## src/rtl/crc_seq_ctrl.sv

```systemverilog
// Sequential CRC long-division controller: one GF(2) division step per clock,
// with valid/ready handshakes on the job input and the remainder output.
module crc_seq_ctrl #(
    parameter int unsigned MSG_W  = 9,
    parameter int unsigned POLY_W = 4
) (
    input  logic              clk,
    input  logic              rst,
    input  logic              in_valid,
    output logic              in_ready,
    input  logic [MSG_W-1:0]  msg_in,
    input  logic [POLY_W-1:0] poly_in,
    output logic              out_valid,
    input  logic              out_ready,
    output logic [POLY_W-2:0] crc_out,
    output logic              crc_zero,
    output logic              poly_err,
    output logic              busy
);
    localparam int unsigned STEPS = MSG_W - POLY_W + 1;
    localparam int unsigned SHW   = MSG_W - POLY_W;
    localparam int unsigned REM_W = POLY_W - 1;
    localparam int unsigned CNT_W = 4;

    typedef enum logic [1:0] {IDLE, RUN, DONE} state_e;

    state_e            state_q;
    logic [POLY_W-1:0] work_q;
    logic [REM_W-1:0]  poly_q;
    logic [SHW-1:0]    msg_q;
    logic [CNT_W-1:0]  cnt_q;
    logic              in_ready_q;
    logic              out_valid_q;
    logic              busy_q;
    logic [REM_W-1:0]  crc_q;
    logic              crc_zero_q;
    logic              poly_err_q;
    logic [REM_W-1:0]  rem_c;

    // Polynomial MSB is known to be 1 once accepted, so only the low bits are stored.
    always_comb begin
        rem_c = work_q[REM_W-1:0] ^ (work_q[POLY_W-1] ? poly_q : REM_W'(0));
    end

    always_ff @(posedge clk) begin
        if (rst) begin
            state_q     <= IDLE;
            work_q      <= '0;
            poly_q      <= '0;
            msg_q       <= '0;
            cnt_q       <= '0;
            in_ready_q  <= 1'b1;
            out_valid_q <= 1'b0;
            busy_q      <= 1'b0;
            crc_q       <= '0;
            crc_zero_q  <= 1'b0;
            poly_err_q  <= 1'b0;
        end else begin
            case (state_q)
                IDLE: begin
                    if (in_valid) begin
                        in_ready_q <= 1'b0;
                        if (!poly_in[POLY_W-1]) begin
                            state_q     <= DONE;
                            out_valid_q <= 1'b1;
                            crc_q       <= '0;
                            crc_zero_q  <= 1'b0;
                            poly_err_q  <= 1'b1;
                        end else begin
                            state_q <= RUN;
                            busy_q  <= 1'b1;
                            poly_q  <= poly_in[REM_W-1:0];
                            work_q  <= msg_in[MSG_W-1 -: POLY_W];
                            msg_q   <= msg_in[SHW-1:0];
                            cnt_q   <= '0;
                        end
                    end
                end
                RUN: begin
                    if (cnt_q == CNT_W'(STEPS - 1)) begin
                        state_q     <= DONE;
                        busy_q      <= 1'b0;
                        out_valid_q <= 1'b1;
                        crc_q       <= rem_c;
                        crc_zero_q  <= (rem_c == REM_W'(0));
                        poly_err_q  <= 1'b0;
                    end else begin
                        // Shadow register shifts left so its MSB is always the next message bit.
                        work_q <= {rem_c, msg_q[SHW-1]};
                        msg_q  <= msg_q << 1;
                        cnt_q  <= cnt_q + CNT_W'(1);
                    end
                end
                DONE: begin
                    if (out_ready) begin
                        state_q     <= IDLE;
                        out_valid_q <= 1'b0;
                        in_ready_q  <= 1'b1;
                    end
                end
                default: begin
                    state_q     <= IDLE;
                    in_ready_q  <= 1'b1;
                    out_valid_q <= 1'b0;
                    busy_q      <= 1'b0;
                end
            endcase
        end
    end

    assign in_ready  = in_ready_q;
    assign out_valid = out_valid_q;
    assign busy      = busy_q;
    assign crc_out   = crc_q;
    assign crc_zero  = crc_zero_q;
    assign poly_err  = poly_err_q;

endmodule
```

## config.mk

```make
export PLATFORM = sky130hd
export DESIGN_NAME = crc_seq_ctrl
export DESIGN_NICKNAME = d
export VERILOG_FILES = /design/src/rtl/crc_seq_ctrl.sv
export SDC_FILE = /design/constraint.sdc
export NUM_CORES = 1
export LEC_CHECK = 0
export ABC_AREA = 1
export ABC_CLOCK_PERIOD_IN_PS = 3600
export BUFFER_PORTS_ARGS = -buffer_cell sky130_fd_sc_hd__buf_4
export CORE_MARGIN = 3
export CORE_UTILIZATION = 57
export CTS_BUF_LIST = sky130_fd_sc_hd__clkbuf_4 sky130_fd_sc_hd__clkbuf_8 sky130_fd_sc_hd__clkbuf_16
export CTS_CLUSTER_SIZE = 12
export DETAILED_ROUTE_END_ITERATION = 16
export GPL_TIMING_DRIVEN = 1
export PLACE_DENSITY_LB_ADDON = 0.1
export SYNTH_ARGS = -nofsm -noshare
export SYNTH_HDL_FRONTEND = slang
export SYNTH_SLANG_ARGS = --single-unit
```

## constraint.sdc

```tcl
create_clock -name clk -period 3.6 [get_ports clk]
set_input_delay 0.18 -clock clk [delete_from_list [all_inputs] [get_ports clk]]
set_output_delay 0.18 -clock clk [all_outputs]
set_load 0.005 [all_outputs]
```

==> flow_metrics.py, run 1 <==
metrics = {
    "sta": {
        "period_needed_ps": 1470,
        "finalCritPeriodShare": 0.410,
        "skew_ps": 8.69,
        "fmax_ghz": 0.678,
        "hold_viol_final": 0,
        "max_slew.worst_pin.slew_ps": 522,
        "setup_tns_ps": 0,
        "setup_viol": 0,
        "rsz0062_at_grt": "false",
        "fin_hold_ws_ps": 67.3,
        "slew_violations": 0,
        "max_slew_margin": 0.652,
    },
    "cts": {
        "cts_sinks": 26,
        "numCtsBuffers": 3,
        "clk_pin_slew_ps": 150,
        "cts.htree.levels": 1,
        "postCtsResizedCells": 0,
        "clockBufferDepth": 2,
        "clk_latency_ps": 320,
        "post_cts_buffers": 0,
        "cts_tree": "yes",
        "cts_root_buffer": "clkbuf_4",
        "hold_buffers": 0,
    },
    "final_layout": {
        "syn_to_final_growth_pct": 16.5,
        "regArea_um2": 520,
        "n_antenna_cell": 0,
        "final_layout_size_suffix_gt1_frac": 0.172,
        "nNetsFinal": 229,
        "multi_input_area_um2": 637,
        "fill_cells": 170,
    },
    "pwr": {
        "p_sw_mw": 0.198,
        "power_frac_seq": 0.531,
        "irDropWorstVdd_uv": 310,
        "p_clk_frac": 0.232,
        "p_int_mw": 0.444,
        "switching_share": 0.308,
        "share_comb_of_total_power": 0.237,
        "powerDensity_mw_per_mm2": 435,
        "cellLeakagePower_nw": 0.721,
    },
    "die": {
        "chipHeight_um": 53.1,
        "die-area_mm2": 0.00282,
        "coreArea_mm2": 0.00202,
        "ioPinCount": 25,
        "core.rowCount": 16,
        "die_w_um": 53.1,
        "initial_core_util": 0.626,
    },
    "synthesis": {
        "synth_compound_area_frac": 0.115,
        "synthMuxAreaShare": 0,
        "yosys_warnings": 0,
        "synthXorXnorAreaFrac": 0,
        "ys_types": 20,
        "yosys_register_bits": 26,
        "synth_fa_ha_area_frac": 0.0198,
        "synth-simple-area-share": 0.369,
        "synthTopCellsByArea": "dfxtp_1 (41%), nand2_1 (16%), nor2_1 (9.5%)",
        "synth_cells": 187,
        "avgSynthCellArea_um2": 6.77,
        "yosysTopAreaCellShare": 0.411,
        "synth_seq_area_share": 0.411,
        "synth_fp_nets": 206,
        "synthesis.area_mm2": 0.00127,
        "synth_top_family_by_area": "simple AND/OR/NAND/NOR gates",
        "synth.largest_area_cell": "dfxtp_1",
    },
    "setup_path": {
        "worstSetupEndpointType": "flop",
        "worstPathMaxFanout": 14,
        "start_kind": "flop",
        "crit_chain": "inv_1, nor2_4, nand2_4, nand2_4, inv_2, nor2_1, nor2_1",
        "critPathArrivalTime_ps": 1700,
        "criticalPathCategory": "reg2reg",
        "max_stage_delay_ps": 390,
        "cpMaxStageDelayCell": "dfxtp_1",
        "cp.buffers_inverters": 2,
        "cp_top_family": "simple AND/OR/NAND/NOR gates",
        "crit_required_ps": 3830,
    },
    "place": {
        "routabilityCongestion": 0.845,
        "io_buffers": 24,
        "dp_hpwl_mm": 1.92,
    },
    "detailed_routing": {
        "num_vias": 1231,
        "wl_per_cell_um": 11.2,
        "vias_per_cell": 5.22,
        "totalWireLength_mm": 2.65,
        "first_iter_violations": 18,
        "antenna_left": 0,
        "drc": 0,
        "first_pass_iters": 4,
    },
    "grt": {
        "grt_pass1_vias": 1019,
        "grt_max_degree": 21,
        "grt_antenna_before_repair": 0,
        "grt_usage": 0.201,
        "grt-ovfl-total": 0,
        "grt_pass1_wl_mm": 4.22,
    },
    "status": {
        "status": "finished clean",
    },
    "job": {
        "drv_cap": 0,
    },
    "hold_path": {
        "hold_path.class": "in2reg",
    },
}
path summary, 6_finish.rpt:
check	start	end	slack [ps]	depth (start not counted)
worst min register to register	busy	busy	480	2
worst min-delay path	rst	poly_err	70	2
worst max-delay path	state_q[0]	work_q[2]	2130	7
worst max register to register	state_q[0]	work_q[2]	2130	7
synth_stat cells:
master and number:
nand3_1 8, clkbuf_1 1, nand3_2 1, nor2_4 1
nor2_1 32, nand2_4 2, inv_2 2, o21ai_0 16
buf_2 3, inv_1 16, nand3b_1 1, ha_1 2
nand4_1 3, buf_6 2, nor2_2 1, nand3_4 1
dfxtp_1 26, a21oi_1 13, or2_0 1, nand2_1 55
cells in the final DEF, fill, tap and decap left out:
master | netlist | routed
nand2_1 | 55 | 55
nor2_1 | 32 | 32
dfxtp_1 | 26 | 26
buf_4 | 0 | 24
inv_1 | 16 | 16
o21ai_0 | 16 | 16
a21oi_1 | 13 | 13
nand3_1 | 8 | 8
nand4_1 | 3 | 3
clkbuf_4 | 0 | 3
nand2_4 | 2 | 2
inv_2 | 2 | 2
ha_1 | 2 | 2
nor2_4 | 1 | 1
nor2_2 | 1 | 1
nand3_2 | 1 | 1
nand3_4 | 1 | 1
nand3b_1 | 1 | 1
or2_0 | 1 | 1
clkbuf_8 | 0 | 1
registers in the layout (all words and copies together), names as in the netlist:
| register | count |
|---|---|
| msg_q | 5 |
| cnt_q | 4 |
| work_q | 4 |
| crc_out | 3 |
| poly_q | 3 |
| state_q | 2 |
| busy | 1 |
| crc_zero | 1 |
| in_ready | 1 |
| out_valid | 1 |
| poly_err | 1 |
cell families after synthesis:
family / after synthesis
fa+ha+maj: 2
compound gates: 29
flops: 26
simple gates: 106
buf+inv: 24
through the flow:
step | worst slack, ps | instance area (um^2) | std cells | power, mW | util
floorplan | 2360 | 1270 | 187 | 0.450 | -
global placement | 2200 | 1440 | 232 | 0.493 | 0.712
detailed placement | 2140 | 1440 | 232 | 0.498 | 0.712
CTS | 2130 | 1480 | 236 | 0.642 | 0.730
global route | 2010 | 1480 | 236 | 0.679 | 0.730
finish | 2130 | 1480 | 236 | 0.642 | 0.730
cell type report:
cell class | count | area share
Timing Repair Buffer | 24 | 0.122
Multi-Input combinational cell | 137 | 0.432
Sequential cell | 26 | 0.353
Tap cell | 27 | 0.0229
Inverter | 18 | 0.0458
Clock buffer | 4 | 0.0246
worst register-to-register path: cells and delay by family, from the launching register on:
kind / cells / cell delay, ps
buffers and inverters: 2 / 230
and+or+nand+nor: 5 / 780
DFF: 1 / 390
power by group through the flow:
| stage | clock, mW | sequential, mW | combinational, mW |
|---|---|---|---|
| after floorplan | 0 | 0.343 | 0.107 |
| after global placement | 0 | 0.345 | 0.148 |
| after detailed placement | 0 | 0.347 | 0.151 |
| after CTS | 0.150 | 0.340 | 0.152 |
| after global routing | 0.162 | 0.344 | 0.173 |
| final | 0.149 | 0.341 | 0.152 |
layer usage:
metal | vias to the layer above | wire length, um | global-route usage
li1 | 632 | - | -
met1 | 559 | 1260 | 0.261
met3 | 6 | 99 | 0.0338
met2 | 34 | 1260 | 0.326
met5 | - | 0 | 0
met4 | 0 | 24 | 0.0809
(Power assumes the default switching activity.)
==> run 2: changes to the inputs <==
--- a/config.mk
+++ b/config.mk
@@ -6,10 +6,10 @@
 export NUM_CORES = 1
 export LEC_CHECK = 0
 export ABC_AREA = 1
-export ABC_CLOCK_PERIOD_IN_PS = 3600
+export ABC_CLOCK_PERIOD_IN_PS = 1500
 export BUFFER_PORTS_ARGS = -buffer_cell sky130_fd_sc_hd__buf_4
 export CORE_MARGIN = 3
-export CORE_UTILIZATION = 57
+export CORE_UTILIZATION = 53
 export CTS_BUF_LIST = sky130_fd_sc_hd__clkbuf_4 sky130_fd_sc_hd__clkbuf_8 sky130_fd_sc_hd__clkbuf_16
 export CTS_CLUSTER_SIZE = 12
 export DETAILED_ROUTE_END_ITERATION = 16
==> constraint.sdc (replaced) <==
create_clock -name clk -period 1.5 [get_ports clk]
set_input_delay 0.075 -clock clk [delete_from_list [all_inputs] [get_ports clk]]
set_output_delay 0.075 -clock clk [all_outputs]
set_load 0.005 [all_outputs]
==> run 2 against run 1 <==
- fmax rose by 1.6%
- critical endpoint is now crc_out[0]
- largest cell class unchanged
- combinational power increased to 2.7 times the previous value
- critical path depth is the same
- largest power group unchanged
- total power increased to 2.7 times the previous value
- worst hold slack got worse by 14 ps
- clock skew shrank 6.4 ps
- core utilization decreased by 2.2 points
- worst setup slack got worse by 2100 ps
- flip-flop and latch count is the same
- wire length rose by 13%
- count of clock-buffer cells in the layout shrank 1
- global-route usage up 0.58 points
==> flow_metrics.py, run 2 (synthesis gave the netlist of run 1 again) <==
metrics = {
    "setup_path": {
        "rr_worst_depth": 7,
        "regToRegEndpoint": "crc_out[0]",
        "critPathArrivalTime_ps": 1690,
        "worstSetupEndpointType": "flop",
        "crit_required_ps": 1740,
        "worstPathMaxFanout": 9,
        "criticalPathCategory": "reg2reg",
        "endpoint": "crc_out[0]",
        "rr_startpoint": "state_q[0]",
        "start_kind": "flop",
        "rrSetupSlack_ps": 50,
        "startpoint": "state_q[0]",
    },
    "cts": {
        "clockBufferDepth": 2,
        "clk_latency_ps": 330,
        "clk_pin_slew_ps": 140,
        "numCtsBuffers": 3,
        "cts_sinks": 26,
        "cts_root_buffer": "clkbuf_4",
        "cts.htree.levels": 1,
        "cts_tree": "yes",
    },
    "grt": {
        "grt_pass1_wl_mm": 4.48,
        "grt_usage": 0.206,
        "grt_antenna_before_repair": 0,
        "grt_pass1_vias": 1087,
        "grt_max_degree": 21,
        "grt-ovfl-total": 0,
    },
    "sta": {
        "max_slew_margin": 0.630,
        "hold_viol_final": 0,
        "fin_hold_ws_ps": 52.9,
        "period_needed_ps": 1450,
        "slew_violations": 0,
        "max_slew.worst_pin.slew_ps": 554,
        "skew_ps": 2.32,
        "fmax_ghz": 0.689,
        "finalCritPeriodShare": 0.967,
        "rsz0062_at_grt": "true",
        "setup_ws_ps": 49.0,
        "setup_tns_ps": 0,
        "setup_viol": 0,
    },
    "final_layout": {
        "final_layout_size_suffix_gt1_frac": 0.198,
        "fin_util": 0.708,
        "final_cell_area_mm2": 0.00158,
        "layout_commonest_cell": "nand2_1",
        "top_register": "msg_q",
        "nNetsFinal": 237,
        "n_antenna_cell": 0,
        "syn_to_final_growth_pct": 24.8,
        "layout_common_cells": "nand2_1 (55), nor2_1 (32), buf_4 (27)",
        "reg_top3": "msg_q: 5 flops, cnt_q: 4 flops, work_q: 4 flops",
        "largest_reg_flops": 5,
    },
    "detailed_routing": {
        "totalWireLength_mm": 2.98,
        "first_iter_violations": 17,
        "antenna_left": 0,
        "wl_per_cell_um": 12.2,
        "vias_per_cell": 5.14,
        "num_vias": 1260,
        "drc": 0,
        "first_pass_iters": 4,
    },
    "place": {
        "dp_slack_ps": 123,
        "place_area_mm2": 0.00146,
        "routabilityCongestion": 0.805,
        "dp_hpwl_mm": 2.04,
        "io_buffers": 24,
    },
    "pwr": {
        "cellLeakagePower_nw": 0.764,
        "irDropWorstVdd_uv": 732,
        "powerDensity_mw_per_mm2": 1080,
    },
    "die": {
        "chipHeight_um": 54.9,
        "initial_core_util": 0.567,
        "coreArea_mm2": 0.00223,
        "die_w_um": 54.9,
        "ioPinCount": 25,
        "die-area_mm2": 0.00301,
        "core.rowCount": 17,
    },
    "status": {
        "status": "finished clean",
    },
    "job": {
        "drv_cap": 0,
    },
    "hold_path": {
        "hold_path.class": "in2reg",
    },
}
run 2: how the worst min path moves through the flow:
stage	from	end	depth (start not counted)
global route	in_valid	poly_err	3
global placement	rst	cnt_q[1]	2
CTS	in_valid	poly_err	3
detailed placement	rst	busy	2
floorplan	msg_in[0]	msg_q[0]	2
finish	in_valid	poly_err	3
run 2: report_power, final:
part | switching [mW] | total, mW | internal (mW)
logic | 0.231 | 0.403 | 0.172
clock network | 0.215 | 0.485 | 0.270
registers | 0.0576 | 0.822 | 0.765
run 2: what timing repair did:
item / CTS / global route
hold buffers: 4 / 0
gates resized for setup: 0 / 7
hold endpoints to repair: 8 / 0
buffers inserted: 0 / 1
setup endpoints to repair: 0 / 14
run 2: metrics by stage:
stage	cells	total power [mW]
after floorplan	187	1.08
final	245	1.71
after global routing	245	1.80
after global placement	235	1.19
after CTS	243	1.69
after detailed placement	235	1.21
run 2: per-layer routing:
layer | vias to the layer above | track usage | wire length [um]
li1 | 648 | - | -
met1 | 564 | 0.255 | 1360
met2 | 40 | 0.360 | 1440
met3 | 8 | 0.0327 | 135
met4 | 0 | 0.0664 | 53
met5 | - | 0 | 0
run 2: area by class of cell:
cell class | count | area [um^2]
inverter | 18 | 73.8
fill | 197 | 653
tap | 28 | 35.0
clock buffer | 3 | 22.5
clock inverter | 1 | 30.0
timing repair buffer | 31 | 243
sequential | 26 | 526
multi-input combinational | 138 | 651
run 2: worst max-delay path: stages, from the launching register on:
cell        delay [ps]
dfxtp_4            420
clkinvlp_4         150
nor2_4             210
nand2_4            130
nand3_1            250
nand2_1             80
nand2_1             70
nor2_1              50
